===== src/rtl/uart_frame_pkg.sv =====
// rtl/uart_frame_pkg.sv - shared types and defaults for the UART frame scheduler
// Purpose: state encodings, parameter defaults and the length type shared by
//          uart_frame_scheduler and uart_byte_issuer.
package uart_frame_pkg;

    localparam int         DEF_NUM_SRC      = 3;
    localparam int         DEF_MAX_LEN      = 420;
    localparam logic [7:0] DEF_SYNC_BYTE    = 8'hA5;
    localparam int         DEF_BUSY_TIMEOUT = 16;

    typedef logic [8:0] src_len_t;

    typedef enum logic [3:0] {
        ST_IDLE,
        ST_GRANT,
        ST_SYNC,
        ST_ID,
        ST_LEN_HI,
        ST_LEN_LO,
        ST_FETCH,
        ST_PAYLOAD,
        ST_CHK,
        ST_DONE
    } frame_state_e;

    typedef enum logic [1:0] {
        IS_IDLE,
        IS_WAIT_LOW,
        IS_WAIT_HIGH,
        IS_WAIT_DONE
    } issue_state_e;

    function automatic src_len_t clip_len(input src_len_t len, input src_len_t max_len);
        return (len > max_len) ? max_len : len;
    endfunction

endpackage


===== src/rtl/uart_byte_issuer.sv =====
// rtl/uart_byte_issuer.sv - sends one byte to a busy/trigger style UART transmitter
// Purpose: accepts a byte on start_i, waits for the transmitter to go idle,
//          pulses tx_trigger_o for one cycle, waits for busy to rise (or a
//          timeout), then waits for busy to fall and pulses done_o.
// Ports:
//   clk_i, rst_ni   clock, synchronous active-low reset
//   start_i,data_i  byte request (accepted only while idle)
//   tx_busy_i       transmitter busy
//   done_o          one-cycle pulse when the byte has been fully sent
//   tx_data_o       byte to transmitter, held from trigger to next trigger
//   tx_trigger_o    one-cycle start pulse to transmitter
module uart_byte_issuer
    import uart_frame_pkg::*;
#(
    parameter int BUSY_TIMEOUT = DEF_BUSY_TIMEOUT
) (
    input  logic       clk_i,
    input  logic       rst_ni,
    input  logic       start_i,
    input  logic [7:0] data_i,
    input  logic       tx_busy_i,
    output logic       done_o,
    output logic [7:0] tx_data_o,
    output logic       tx_trigger_o
);

    localparam int            TW     = (BUSY_TIMEOUT > 1) ? $clog2(BUSY_TIMEOUT) : 1;
    localparam logic [TW-1:0] T_LAST = TW'(BUSY_TIMEOUT - 1);

    issue_state_e  state_q, state_d;
    logic [TW-1:0] timer_q, timer_d;
    logic [7:0]    data_q, data_d;
    logic [7:0]    tx_data_q, tx_data_d;
    logic          trig_q, trig_d;

    always_ff @(posedge clk_i) begin
        if (!rst_ni) begin
            state_q   <= IS_IDLE;
            timer_q   <= '0;
            data_q    <= '0;
            tx_data_q <= '0;
            trig_q    <= 1'b0;
        end else begin
            state_q   <= state_d;
            timer_q   <= timer_d;
            data_q    <= data_d;
            tx_data_q <= tx_data_d;
            trig_q    <= trig_d;
        end
    end

    always_comb begin
        state_d   = state_q;
        timer_d   = timer_q;
        data_d    = data_q;
        tx_data_d = tx_data_q;
        trig_d    = 1'b0;
        done_o    = 1'b0;
        case (state_q)
            IS_IDLE: begin
                if (start_i) begin
                    data_d  = data_i;
                    state_d = IS_WAIT_LOW;
                end
            end
            IS_WAIT_LOW: begin
                // Trigger is registered, so leaving this state guarantees a
                // single-cycle pulse and no back-to-back triggers.
                if (!tx_busy_i) begin
                    tx_data_d = data_q;
                    trig_d    = 1'b1;
                    timer_d   = '0;
                    state_d   = IS_WAIT_HIGH;
                end
            end
            IS_WAIT_HIGH: begin
                // timer_q counts cycles since the trigger became visible.
                if (tx_busy_i || (timer_q == T_LAST)) begin
                    state_d = IS_WAIT_DONE;
                end else begin
                    timer_d = timer_q + 1'b1;
                end
            end
            IS_WAIT_DONE: begin
                if (!tx_busy_i) begin
                    done_o  = 1'b1;
                    state_d = IS_IDLE;
                end
            end
            default: state_d = IS_IDLE;
        endcase
    end

    assign tx_data_o    = tx_data_q;
    assign tx_trigger_o = trig_q;

endmodule


===== src/rtl/uart_frame_scheduler.sv =====
// rtl/uart_frame_scheduler.sv - round-robin framer of per-source byte streams onto one UART
// Purpose: latches per-source requests, grants them round-robin and sends
//          SYNC, id, length (2 bytes), payload and optional checksum.
// Option:  UART_FRAME_CHECKSUM_EN adds a mod-256 checksum byte (CHK state).
// Ports:
//   clk_in, rst_in           clock, synchronous active-low reset
//   enable_in                allows new grants
//   src_req_in, src_len_in   per-source request pulse and 9-bit length
//   src_grant_out            one-hot pulse when a frame starts
//   src_done_out             one-hot pulse after a frame's last byte
//   rd_sel_out, rd_addr_out  payload read port (data one cycle later)
//   rd_data_in               payload byte
//   tx_data_out, tx_trigger_out, tx_busy_in  transmitter interface
//   busy_out                 state is not IDLE
//   drop_count_out           saturating count of dropped requests
module uart_frame_scheduler
    import uart_frame_pkg::*;
#(
    parameter int         NUM_SRC      = DEF_NUM_SRC,
    parameter int         MAX_LEN      = DEF_MAX_LEN,
    parameter logic [7:0] SYNC_BYTE    = DEF_SYNC_BYTE,
    parameter int         BUSY_TIMEOUT = DEF_BUSY_TIMEOUT,
    localparam int        SEL_W        = (NUM_SRC > 1) ? $clog2(NUM_SRC) : 1
) (
    input  logic                 clk_in,
    input  logic                 rst_in,
    input  logic                 enable_in,
    input  logic [NUM_SRC-1:0]   src_req_in,
    input  logic [NUM_SRC*9-1:0] src_len_in,
    output logic [NUM_SRC-1:0]   src_grant_out,
    output logic [NUM_SRC-1:0]   src_done_out,
    output logic [SEL_W-1:0]     rd_sel_out,
    output logic [8:0]           rd_addr_out,
    input  logic [7:0]           rd_data_in,
    output logic [7:0]           tx_data_out,
    output logic                 tx_trigger_out,
    input  logic                 tx_busy_in,
    output logic                 busy_out,
    output logic [7:0]           drop_count_out
);

    localparam src_len_t MAX_LEN_L = src_len_t'(MAX_LEN);
`ifdef UART_FRAME_CHECKSUM_EN
    localparam frame_state_e ST_AFTER_DATA = ST_CHK;
`else
    localparam frame_state_e ST_AFTER_DATA = ST_DONE;
`endif

    frame_state_e       state_q, state_d;
    logic [NUM_SRC-1:0] pend_q, pend_d;
    logic [NUM_SRC-1:0] act_q, act_d;
    src_len_t           len_q [NUM_SRC];
    src_len_t           len_d [NUM_SRC];
    logic [SEL_W-1:0]   cur_q, cur_d;
    logic [SEL_W-1:0]   ptr_q, ptr_d;
    src_len_t           idx_q, idx_d;
    logic               issued_q, issued_d;
    logic [7:0]         drop_q, drop_d;
`ifdef UART_FRAME_CHECKSUM_EN
    logic [7:0]         chk_q, chk_d;
`endif

    logic               iss_start;
    logic [7:0]         iss_data;
    logic               iss_done;
    logic               is_send;
    src_len_t           cur_len;
    logic               win_found;
    logic [SEL_W-1:0]   win_sel;
    logic [SEL_W:0]     cand;

    uart_byte_issuer #(
        .BUSY_TIMEOUT(BUSY_TIMEOUT)
    ) u_issuer (
        .clk_i       (clk_in),
        .rst_ni      (rst_in),
        .start_i     (iss_start),
        .data_i      (iss_data),
        .tx_busy_i   (tx_busy_in),
        .done_o      (iss_done),
        .tx_data_o   (tx_data_out),
        .tx_trigger_o(tx_trigger_out)
    );

    // Round-robin search starting at ptr_q (last granted + 1).
    always_comb begin
        win_found = 1'b0;
        win_sel   = '0;
        cand      = '0;
        for (int k = 0; k < NUM_SRC; k++) begin
            cand = {1'b0, ptr_q} + (SEL_W + 1)'(k);
            if (cand >= (SEL_W + 1)'(NUM_SRC)) begin
                cand = cand - (SEL_W + 1)'(NUM_SRC);
            end
            if (!win_found && pend_q[cand[SEL_W-1:0]]) begin
                win_found = 1'b1;
                win_sel   = cand[SEL_W-1:0];
            end
        end
    end

    always_ff @(posedge clk_in) begin
        if (!rst_in) begin
            state_q  <= ST_IDLE;
            pend_q   <= '0;
            act_q    <= '0;
            cur_q    <= '0;
            ptr_q    <= '0;
            idx_q    <= '0;
            issued_q <= 1'b0;
            drop_q   <= '0;
            for (int s = 0; s < NUM_SRC; s++) begin
                len_q[s] <= '0;
            end
`ifdef UART_FRAME_CHECKSUM_EN
            chk_q    <= '0;
`endif
        end else begin
            state_q  <= state_d;
            pend_q   <= pend_d;
            act_q    <= act_d;
            cur_q    <= cur_d;
            ptr_q    <= ptr_d;
            idx_q    <= idx_d;
            issued_q <= issued_d;
            drop_q   <= drop_d;
            for (int s = 0; s < NUM_SRC; s++) begin
                len_q[s] <= len_d[s];
            end
`ifdef UART_FRAME_CHECKSUM_EN
            chk_q    <= chk_d;
`endif
        end
    end

    always_comb begin
        state_d       = state_q;
        pend_d        = pend_q;
        act_d         = act_q;
        len_d         = len_q;
        cur_d         = cur_q;
        ptr_d         = ptr_q;
        idx_d         = idx_q;
        issued_d      = issued_q;
        drop_d        = drop_q;
`ifdef UART_FRAME_CHECKSUM_EN
        chk_d         = chk_q;
`endif
        iss_start     = 1'b0;
        iss_data      = '0;
        src_grant_out = '0;
        src_done_out  = '0;
        cur_len       = len_q[cur_q];

        case (state_q)
            ST_IDLE: begin
                if (enable_in && win_found) begin
                    cur_d   = win_sel;
                    state_d = ST_GRANT;
                end
            end
            ST_GRANT: begin
                src_grant_out[cur_q] = 1'b1;
                pend_d[cur_q]        = 1'b0;
                act_d[cur_q]         = 1'b1;
                ptr_d    = (cur_q == SEL_W'(NUM_SRC - 1)) ? '0 : cur_q + 1'b1;
                idx_d    = '0;
                issued_d = 1'b0;
`ifdef UART_FRAME_CHECKSUM_EN
                chk_d    = '0;
`endif
                state_d  = ST_SYNC;
            end
            ST_SYNC: begin
                iss_data = SYNC_BYTE;
                if (iss_done) state_d = ST_ID;
            end
            ST_ID: begin
                iss_data = 8'(cur_q);
                if (iss_done) state_d = ST_LEN_HI;
            end
            ST_LEN_HI: begin
                iss_data = {7'b0, cur_len[8]};
                if (iss_done) state_d = ST_LEN_LO;
            end
            ST_LEN_LO: begin
                iss_data = cur_len[7:0];
                if (iss_done) begin
                    state_d = (cur_len == '0) ? ST_AFTER_DATA : ST_FETCH;
                end
            end
            ST_FETCH: begin
                // rd_addr_out already shows idx_q; data is valid next cycle.
                state_d = ST_PAYLOAD;
            end
            ST_PAYLOAD: begin
                iss_data = rd_data_in;
                if (iss_done) begin
                    if (idx_q == cur_len - src_len_t'(1)) begin
                        state_d = ST_AFTER_DATA;
                    end else begin
                        idx_d   = idx_q + src_len_t'(1);
                        state_d = ST_FETCH;
                    end
                end
            end
`ifdef UART_FRAME_CHECKSUM_EN
            ST_CHK: begin
                iss_data = chk_q;
                if (iss_done) state_d = ST_DONE;
            end
`endif
            ST_DONE: begin
                src_done_out[cur_q] = 1'b1;
                act_d[cur_q]        = 1'b0;
                state_d             = ST_IDLE;
            end
            default: state_d = ST_IDLE;
        endcase

        // Each byte state issues exactly once, on its first cycle; the
        // issuer latches iss_data so rd_data_in may change afterwards.
        is_send = (state_q == ST_SYNC) || (state_q == ST_ID) ||
                  (state_q == ST_LEN_HI) || (state_q == ST_LEN_LO) ||
                  (state_q == ST_PAYLOAD);
`ifdef UART_FRAME_CHECKSUM_EN
        if (state_q == ST_CHK) is_send = 1'b1;
`endif
        if (is_send && !issued_q) begin
            iss_start = 1'b1;
            issued_d  = 1'b1;
`ifdef UART_FRAME_CHECKSUM_EN
            if (state_q != ST_SYNC && state_q != ST_CHK) begin
                chk_d = chk_q + iss_data;
            end
`endif
        end
        if (is_send && iss_done) begin
            issued_d = 1'b0;
        end

        // Requests are judged against registered pending/active state, so a
        // request for a different source during GRANT is never lost.
        for (int s = 0; s < NUM_SRC; s++) begin
            if (src_req_in[s]) begin
                if (pend_q[s] || act_q[s]) begin
                    if (drop_d != 8'hFF) drop_d = drop_d + 8'd1;
                end else begin
                    pend_d[s] = 1'b1;
                    len_d[s]  = clip_len(src_len_in[s*9 +: 9], MAX_LEN_L);
                end
            end
        end
    end

    assign rd_sel_out     = cur_q;
    assign rd_addr_out    = idx_q;
    assign busy_out       = (state_q != ST_IDLE);
    assign drop_count_out = drop_q;

endmodule


===== config.mk =====
export PLATFORM = sky130hd
export DESIGN_NAME = uart_frame_scheduler
export DESIGN_NICKNAME = d
export VERILOG_FILES = /design/src/rtl/uart_frame_pkg.sv /design/src/rtl/uart_byte_issuer.sv /design/src/rtl/uart_frame_scheduler.sv
export SDC_FILE = /design/constraint.sdc
export NUM_CORES = 1
export LEC_CHECK = 0
export CAP_MARGIN = 30
export CORE_MARGIN = 2
export CORE_UTILIZATION = 35
export CTS_BUF_LIST = sky130_fd_sc_hd__clkbuf_8
export CTS_CLUSTER_DIAMETER = 200
export DETAILED_ROUTE_END_ITERATION = 10
export HOLD_SLACK_MARGIN = 0.06
export SKIP_LAST_GASP = 1
export SYNTH_ARGS = -nofsm -noshare
export SYNTH_HDL_FRONTEND = slang
export SYNTH_HIERARCHICAL = 1
export SYNTH_SLANG_ARGS = --single-unit

===== constraint.sdc =====
create_clock -name clk_in -period 6.56 [get_ports clk_in]
set_input_delay 1.312 -clock clk_in [delete_from_list [all_inputs] [get_ports clk_in]]
set_output_delay 1.312 -clock clk_in [all_outputs]
set_load 0.02 [all_outputs]

==> results.md, run 1 <==
- Cell row count: 44
- NumNets Final: 784
- GRT Overall Usage: 18.1%
- DP HPWL: around 11,000 microns
- Number of flops mapped to enable cells by yosys: 0
- Critical Path Max Stage Delay: 0.55 ns
- WL met3: 658 microns
- Placed Instance Area: just over 6000 sq um
- Area of the multi-input gates: 3330 sq um
- CTS tree: built
- Mapped Nets: between 700 and 800
- Netlist Area Pre-Place: 5240 sq um
- Post-route cell area: 6330 sq um
- Die height: 126 microns
- WP data required: 6.86 ns
- Max Cap Viol: 0
- Clock period minus worst slack: 5.03 ns
- Critical Path AT: 5.33 ns
- Post-synth top cells: dfxtp_1 (82), nand2_1 (79), nor2_1 (64), a21oi_1 (52), inv_1 (31)
- Top-count cell post-synth: dfxtp_1
- Slew @ Worst Pin: 0.892 ns
- Clk slew on worst S/H paths: ~0.09 ns
- Core footprint: 14,600 sq um
- Setup violators final: 0
- Endpoint class of the critical path: flip-flop
- Status: finished, final reports clean
- Synth top area share: 31.3%
- Unique masters post-synth: 77
- Port Buffer Count: between 70 and 80
- WL/cell: around 16 microns
- Slew headroom: 39.0%
- Synth area leaders: dfxtp_1 (31%), nand2_1 (5.7%), a21oi_1 (5.0%)
- DRC viols: 0
- Met2 wire length: just under 7000 microns
- Vias in the first global route: slightly below 5,000
- FMAX: 199 MHz
- Die area: between 15,000 and 20,000 sq um
- Share of cells above drive strength 1: 5.89%
- Max-slew violation count: 0
- Main flop type after synthesis: dfxtp_1
- Diode count: 0
- Final worst-path cycle share: 76.6%
- Global route overflow: 0
- Power per Cell Area: 269 nW/um^2
- Sequential share of the synthesized area: 31.3%
- Ys Warns: 6
- Fraction of registers with async set/reset: 0%
- Unrepaired setup endpoints after global routing: no
- Placed Cells: ~900
- Crit path launch type: input pin
- Die width: roughly 130 microns
- Area growth, synth to finish: 20.8%
- Clock Latency Late Sink: ~0.37 ns
- Initial antenna violation count: 0
- H-tree depth: 3
- Max FO, Critical Path: 8
- Syn Inst Count: 664
- Wirelength, routed: around 15,000 microns
- Initial Utilization: between 30% and 40%
- DR pass1 iterations: 5
- Number of nets with antenna violations after routing: 0
- Synth Area per Inst: 7.89 sq um
- Critical path launch point: src_req_in[0]
- Largest net degree at the start of global routing: 43
- Via count: 5,134
- DRT met1 WL: 6770 microns
- Setup_tns: 0 ns
- PostCTS Resize Cnt: 0
- Final Hold Fails: 0
- Top delay family on crit path: simple AND/OR/NAND/NOR gates
- Post-CTS Setup Bufs: 0
- First-pass GRT wire length: 23,700 microns
- Clock root buffer: clkbuf_8
- Worst vdd ir: ~130 uV
- Clk buf depth: 2
- Hold Path Class: reg2reg
- HP Start: len_q[6]
- Top Ports: 77
- Top Layer Used: met4
- Leak: approximately 2.2 nW
- Worst Path Buf+Inv: 3
- Fill cell count: 1,472
- Hold Buf Count CTS: 0
- Setup CP Type: in2reg
- Cell Count, Final, Fillers Out: 914
- Via density: 5.62
- Setup Skew: 0.0138 ns
- Final Wtd Congestion: 0.870
- Initial drt markers: between 200 and 300
- Area leader, netlist: dfxtp_1
- Storage element area: 1640 sq um
- Reg-to-reg startpoint: rd_sel_out[1]
- Clock net sink count: around 80
- CTS buffer count: 9
- Slowest CP cell: clkdlybuf4s50_1
- CP Cell Sequence: clkdlybuf4s50_1 -> o21ai_0 -> a41oi_1 -> xnor2_1 -> inv_1 -> ha_1 -> nor3b_1 -> nand4_1 -> and2_1 -> xnor2_1 -> ha_1 -> inv_1 -> nor2_1 -> and3_1 -> and4b_1 -> nor3_1
- Hold slack: 0.455 ns
- Seq cells post-synth: 82
-- final cells by class --
cell class / instances / share of cell area (%)
Multi-Input combinational cell: 521 / 52.6
Sequential cell: 82 / 25.9
Timing Repair Buffer: 81 / 12.6
Tap cell: 184 / 3.64
Clock buffer: 10 / 2.17
Inverter: 31 / 1.84
Clock inverter: 5 / 1.27
-- logic make-up (layout without fill, tap and decap cells) --
kind of cell / count (synthesis) / count (layout) / synth area share (%)
buffers and inverters: 61 / 127 / 5.18
XOR/XNOR: 13 / 13 / 2.46
flip-flops: 82 / 82 / 31.3
adder cells (fa/ha/maj): 16 / 16 / 3.82
AO/OA/AOI/OAI: 204 / 204 / 27.4
AND/OR/NAND/NOR: 258 / 258 / 23.9
multiplexers: 30 / 30 / 5.90
-- power by group --
| group | switching (mW) | leakage, nW | internal (mW) |
|---|---|---|---|
| Combinational | 0.395 | 1.47 | 0.275 |
| Clock | 0.189 | 0.110 | 0.222 |
| Sequential | 0.0763 | 0.667 | 0.545 |
| Total | 0.660 | 2.25 | 1.04 |
-- worst register-to-register path: stages (launching register included) --
cell	delay (ns)
dfxtp_1	0.81
nor2b_2	0.53
o2bb2ai_1	0.32
inv_1	0.20
ha_1	0.35
xor3_1	0.39
o32ai_1	0.41
a21oi_4	0.13
a2111oi_0	0.80
o21ai_1	0.16
a21oi_1	0.17
-- stage by stage --
stage	util, %	power (mW)	worst slack (ns)
after floorplan	-	1.11	2.23
after global placement	41.8	1.27	1.34
after detailed placement	41.8	1.29	1.19
after CTS	43.3	1.71	1.58
after global routing	43.4	1.82	1.07
final	43.4	1.70	1.53
-- final timing paths --
kind,slack (ns),end,cells after the start
setup reg to reg,2.22,state_q[0],10
hold reg to reg,0.46,len_q[6],2
setup / recovery,1.53,drop_count_out[7],16
hold / removal,0.46,len_q[6],2
-- per-layer routing --
layer	global-route usage, %	vias to the layer above
met4	5.95	0
li1	-	2554
met2	30.2	125
met3	3.71	16
met1	23.4	2439
met5	0	-
-- sequential cells by signal, indices dropped and copies added (netlist names), named ones only --
signal and cells:
len_q 27, rd_addr_out 9, drop_count_out 8, u_issuer/data_q 8, u_issuer/tx_data_o 8, state_q 4, u_issuer/timer_q 4, pend_q 3
ptr_q 2, rd_sel_out 2, u_issuer/state_q 2, issued_q 1, u_issuer/tx_trigger_o 1
-- cell usage in the layout, fill, tap and decap left out, types with 10 or more instances in the layout --
cell type,instances
dfxtp_1,82
nand2_1,79
clkdlybuf4s50_1,76
nor2_1,64
a21oi_1,52
inv_1,32
o21ai_0,30
nand3_1,29
mux2i_1,25
a21boi_0,19
ha_1,16
nor3_1,14
a22oi_1,13
nand2b_1,11
a31oi_1,11
and3_1,10
clkbuf_8,10
Power figures use the tool's default switching activity.
==> inputs of run 2 (changes only) <==
==> constraint.sdc (replaced) <==
create_clock -name clk_in -period 4.3 [get_ports clk_in]
set_input_delay 0.86 -clock clk_in [delete_from_list [all_inputs] [get_ports clk_in]]
set_output_delay 0.86 -clock clk_in [all_outputs]
set_load 0.02 [all_outputs]
==> run 2 against run 1 <==
Clock skew is 0.0022 ns lower; non-clock buffer count is 11 higher; clock-buffer cell count stayed put; critical path type unchanged; critical endpoint unchanged; largest cell class unchanged.
==> results.md, run 2 (synthesized netlist as in run 1, its figures left out) <==
- Endpoint class of the critical path: flip-flop
- Seq pwr share: 36.5%
- WL/cell: 16.1 microns
- Clock Latency Late Sink: 0.37 ns
- Max Cap Viol: 0
- Clock period minus worst slack: 3.86 ns
- Worst vdd ir: 158 uV
- Setup violators final: 0
- Slew headroom: 41.8%
- WL met3: 597 microns
- Top Ports: slightly below 80
- GRT Overall Usage: about 18%
- Clk buf depth: 2
- Setup CP Type: in2reg
- Post-CTS Setup Bufs: 0
- Initial drt markers: 385
- Critical Path AT: between 4 and 5 ns
- Hold Path Class: reg2reg
- Clk slew on worst S/H paths: 0.09 ns
- CTS tree: built
- Leak: 2.29 nW
- Final worst-path cycle share: roughly 90%
- Clock power frac: a little under a quarter
- Number of nets with antenna violations after routing: 0
- Via density: 5.61
- Sw Ratio: 39.7%
- First-pass GRT wire length: between 20,000 and 25,000 microns
- Area growth, synth to finish: 22.2%
- Internal power: 1.55 mW
- DR pass1 iterations: 5
- Port Buffer Count: 76
- Unrepaired setup endpoints after global routing: no
- Logic pwr share: 40.8%
- H-tree depth: 3
- Met2 wire length: 7010 microns
- Top Layer Used: met4
- Wirelength, routed: 14,900 microns
- Status: finished, final reports clean
- Sw power: 1.02 mW
- Max FO, Critical Path: 6
- Max reg flops: 27
- Fill cell count: 1,464
- Die area: 16,000 sq um
- Pwr Total: around 2.6 mW
- Final Hold Fails: 0
- Diode count: 0
- Initial antenna violation count: 0
- Share of cells above drive strength 1: 7.82%
- NumNets Final: 795
- CTS buffer count: 9
- Commonest non-fill, non-tap cell in the layout: dfxtp_1
- Power per Cell Area: 402 nW/um^2
- Final Wtd Congestion: just under 0.9
- Largest net degree at the start of global routing: 43
- DRT met1 WL: 7110 microns
- Initial Utilization: 35.9%
- Core footprint: 14,600 sq um
- Crit path launch type: input pin
- WP data required: 4.54 ns
- Max-slew violation count: 0
- Most frequent cells in the layout: dfxtp_1 (81), nand2_1 (79), clkdlybuf4s50_1 (76)
- DRC viols: 0
- Slew @ Worst Pin: 0.852 ns
- Setup Skew: 0.0116 ns
- FMAX: 259 MHz
- Setup_tns: 0 ns
- Via count: a little over 5,000
- DP HPWL: 11,500 microns
- Clock root buffer: clkbuf_8
- Global route overflow: 0
- Clock net sink count: 82
- Die height: between 100 and 150 microns
- Die width: 126 microns
- Largest register by flop count: len_q
- Cell row count: 44
- Vias in the first global route: 4,842
[run 2: final cells by class]
class                      count  area, sq um  area share, %
sequential                    82         1640           25.6
clock inverter                 6         66.3           1.03
tap                          184          230           3.59
multi-input combinational    521         3340           52.1
inverter                      31          116           1.82
timing repair buffer          92          878           13.7
clock buffer                  10          138           2.15
[run 2: metal layers]
layer / vias to the layer above / track usage [%]
li1: 2582 / -
met1: 2495 / 24.1
met2: 106 / 30.1
met3: 13 / 5.10
met4: 0 / 4.72
met5: - / 0
[run 2: timing repair]
item,4_1_cts,5_1_grt
hold buffers,0,0
endpoints found under the setup margin,0,1
gates resized for setup,0,3
[run 2: through the flow]
step / hold slack, ns / utilization [%] / worst slack (ns) / cells / instance area, sq um
after detailed placement: 0.447 / 42.5 / -0.0469 / 910 / 6190
after CTS: 0.459 / 43.9 / 0.377 / 926 / 6400
final: 0.456 / 43.9 / 0.438 / 926 / 6410
after global placement: 0.440 / 42.4 / 0.127 / 909 / 6190
after floorplan: 0.431 / - / 0.417 / 664 / 5240
after global routing: 0.472 / 43.9 / 0.119 / 926 / 6410
[run 2: worst max-delay path: stages]
cell and delay, ns:
clkdlybuf4s50_1 0.47, o21ai_0 0.11, a41oi_1 0.26, buf_4 0.17, xnor2_1 0.16, inv_1 0.07
ha_1 0.23, nor3b_2 0.18, nand4_1 0.15, and2_1 0.18, mux2_2 0.36, ha_1 0.23
inv_1 0.06, nor2_1 0.05, and3_1 0.26, and4b_1 0.25, nor3_1 0.05
[run 2: final timing paths]
path / from / endpoint / slack [ns] / cells past startpoint
setup / recovery: src_req_in[0] / drop_count_out[7] / 0.44 / 17
hold / removal: len_q[17] / len_q[17] / 0.46 / 2
setup reg to reg: rd_sel_out[0] / state_q[0] / 0.49 / 10
hold reg to reg: len_q[17] / len_q[17] / 0.46 / 2
[run 2: power by group through the flow]
stage          clock (mW)  combinational (mW)  sequential (mW)
2_1_floorplan           0               0.776            0.918
3_3_place_gp            0                1.00            0.952
3_5_place_dp            0                1.04            0.954
4_1_cts             0.602                1.04            0.937
5_1_grt             0.635                1.17            0.953
6_report            0.583                1.05            0.940
==> inputs of run 3 (changes only) <==
--- a/config.mk
+++ b/config.mk
@@ -12,6 +12,7 @@
 export CTS_CLUSTER_DIAMETER = 200
 export DETAILED_ROUTE_END_ITERATION = 10
 export HOLD_SLACK_MARGIN = 0.06
+export SETUP_SLACK_MARGIN = 0.4
 export SKIP_LAST_GASP = 1
 export SYNTH_ARGS = -nofsm -noshare
 export SYNTH_HDL_FRONTEND = slang
==> run 3 against run 2 <==
Clock power is essentially flat; wire length shrank 0.15%; clock skew shrank 0.0016 ns; global-route usage is the same; critical path type unchanged; utilization grew 0.25 points; largest power group unchanged; highest routed layer unchanged; first-iteration DRC count shrank 4.9%; die area is the same; via count shrank 0.81%; flip-flop and latch count is the same.
==> results.md, run 3 (synthesized netlist as in run 1, its figures left out) <==
- Status: finished, final reports clean
- Internal power: 1.57 mW
- Vias in the first global route: 4,842
- DP HPWL: 11,500 microns
- Die area: around 16,000 sq um
- Commonest non-fill, non-tap cell in the layout: dfxtp_1
- Max Cap Viol: 0
- Clock period minus worst slack: 3.77 ns
- Diode count: 0
- Logic pwr share: 41.2%
- Max FO, Critical Path: 6
- Post-CTS Setup Bufs: 0
- Area growth, synth to finish: 22.9%
- Reg2reg path depth: 16
- Slew headroom: 54.8%
- Sw Ratio: 39.6%
- Setup violators final: 0
- Most frequent cells in the layout: dfxtp_1 (81), nand2_1 (79), clkdlybuf4s50_1 (76)
- Critical Path AT: 4.01 ns
- WP data required: approximately 4.5 ns
- Worst vdd ir: approximately 160 uV
- CTS tree: built
- Share of cells above drive strength 1: 8.63%
- DR pass1 iterations: 4
- Reg-to-reg startpoint: drop_count_out[0]
- Placed Instance Area: 6190 sq um
- Largest register by flop count: len_q
- WL/cell: 16.0 microns
- Final Hold Fails: 0
- Setup Skew: ~0.01 ns
- Power per Cell Area: around 400 nW/um^2
- Final WS setup: 0.530 ns
- Die width: 126 microns
- Clk buf depth: 2
- Via density: 5.57
- Initial Utilization: a little over a third
- Wirelength, routed: between 10,000 and 15,000 microns
- Clk slew on worst S/H paths: ~0.09 ns
- Critical Path Max Stage Delay: 0.47 ns
- Sw power: 1.03 mW
- Crit path launch type: input pin
- FMAX: 265 MHz
- Clock root buffer: clkbuf_8
- Initial drt markers: 366
- Via count: between 5,000 and 6,000
- DRC viols: 0
- Die height: 126 microns
- Min-Delay Endpoint: len_q[17]
- CTS buffer count: 9
- Leak: 2.30 nW
- Seq pwr share: 36.3%
- CP Cell Sequence: clkdlybuf4s50_1 -> o21ai_0 -> a41oi_2 -> mux2_2 -> ha_2 -> nor3b_4 -> nand4_1 -> and2_4 -> mux2_2 -> ha_1 -> inv_1 -> nor2_1 -> and3_2 -> and4b_1 -> nor3_1
- H-tree depth: 3
- HP Start: len_q[17]
- Placed Cells: 910
- First-pass GRT wire length: 24,100 microns
- Slew @ Worst Pin: 0.678 ns
- Hold Path Class: reg2reg
- Final worst-path cycle share: 87.7%
- Post-route cell area: approximately 6400 sq um
- Worst Hold Depth: 2
- Slowest CP cell: clkdlybuf4s50_1
- Endpoint class of the critical path: flip-flop
- GRT Overall Usage: 18.4%
- Critical path's most frequent cell: mux2_2
- Cell Count, Final, Fillers Out: 926
- Cell row count: 44
- Top Ports: 77
- Clock Latency Late Sink: 0.37 ns
- Core footprint: approximately 15,000 sq um
- Setup CP Type: in2reg
- Max reg flops: 27
- Final Wtd Congestion: 0.879
- Global route overflow: 0
- Reg-to-Reg End: drop_count_out[7]
- Clock power frac: 22.5%
- Port Buffer Count: 76
- Initial antenna violation count: 0
- Clock net sink count: 82
- Unrepaired setup endpoints after global routing: yes
- Max-slew violation count: 0
- Largest net degree at the start of global routing: 43
- Placement Setup Slack: -0.0469 ns
- NumNets Final: just under 800
- Number of nets with antenna violations after routing: 0
- Hold slack: about 0.46 ns
- Reg2reg setup slack: about 0.63 ns
- Hold Buf Count CTS: 0
==> run 3: metal layers <==
layer | vias up | track usage (%) | part of all wire [%] | wire, microns
li1 | 2586 | - | - | -
met1 | 2459 | 24.1 | 47 | 6990
met2 | 101 | 30.1 | 48 | 7080
met3 | 8 | 5.10 | 4.5 | 662
met4 | 0 | 4.72 | 0.75 | 112
met5 | - | 0 | 0 | 0
==> run 3: layout make-up <==
| cell class | instances | area (sq um) |
|---|---|---|
| Clock buffer | 10 | 138 |
| Clock inverter | 6 | 66.3 |
| Fill cell | 1458 | 8150 |
| Inverter | 31 | 116 |
| Multi-Input combinational cell | 521 | 3370 |
| Sequential cell | 82 | 1640 |
| Tap cell | 184 | 230 |
| Timing Repair Buffer | 92 | 878 |
==> run 3: timing repair <==
action | CTS | global route
resized for setup | 1 | 10
hold endpoints to repair | 0 | 0
setup endpoints to repair | 2 | 8
==> run 3: worst max-delay path: cells and delay by family <==
family	cells	cell delay, ns
fa+ha+maj	2	0.45
compound gates	2	0.35
simple gates	7	1.10
mux	2	0.72
buf+inv	2	0.53
==> run 3: stage by stage <==
| stage | power (mW) | utilization (%) | TNS [ns] |
|---|---|---|---|
| 2_1_floorplan | 1.69 | - | 0 |
| 3_3_place_gp | 1.95 | 42.4 | 0 |
| 3_5_place_dp | 1.99 | 42.5 | -0.0820 |
| 4_1_cts | 2.58 | 43.9 | 0 |
| 5_1_grt | 2.77 | 44.2 | 0 |
| 6_report | 2.59 | 44.2 | 0 |
==> run 3: worst max path at each step <==
| stage | from | endpoint | slack, ns |
|---|---|---|---|
| floorplan | src_req_in[0] | drop_count_out[7] | 0.42 |
| global placement | src_req_in[0] | drop_count_out[7] | 0.13 |
| detailed placement | src_req_in[0] | drop_count_out[7] | -0.05 |
| CTS | src_req_in[0] | drop_count_out[7] | 0.44 |
| global route | src_req_in[0] | drop_count_out[7] | 0.32 |
| finish | src_req_in[0] | drop_count_out[7] | 0.53 |
==> run 3: power groups by stage <==
stage                     Combinational (mW)  Clock (mW)  Sequential, mW
after global routing                    1.18       0.635           0.954
after detailed placement                1.04           0           0.954
after floorplan                        0.776           0           0.918
after global placement                  1.00           0           0.952
final                                   1.07       0.583           0.942
after CTS                               1.04       0.602           0.937
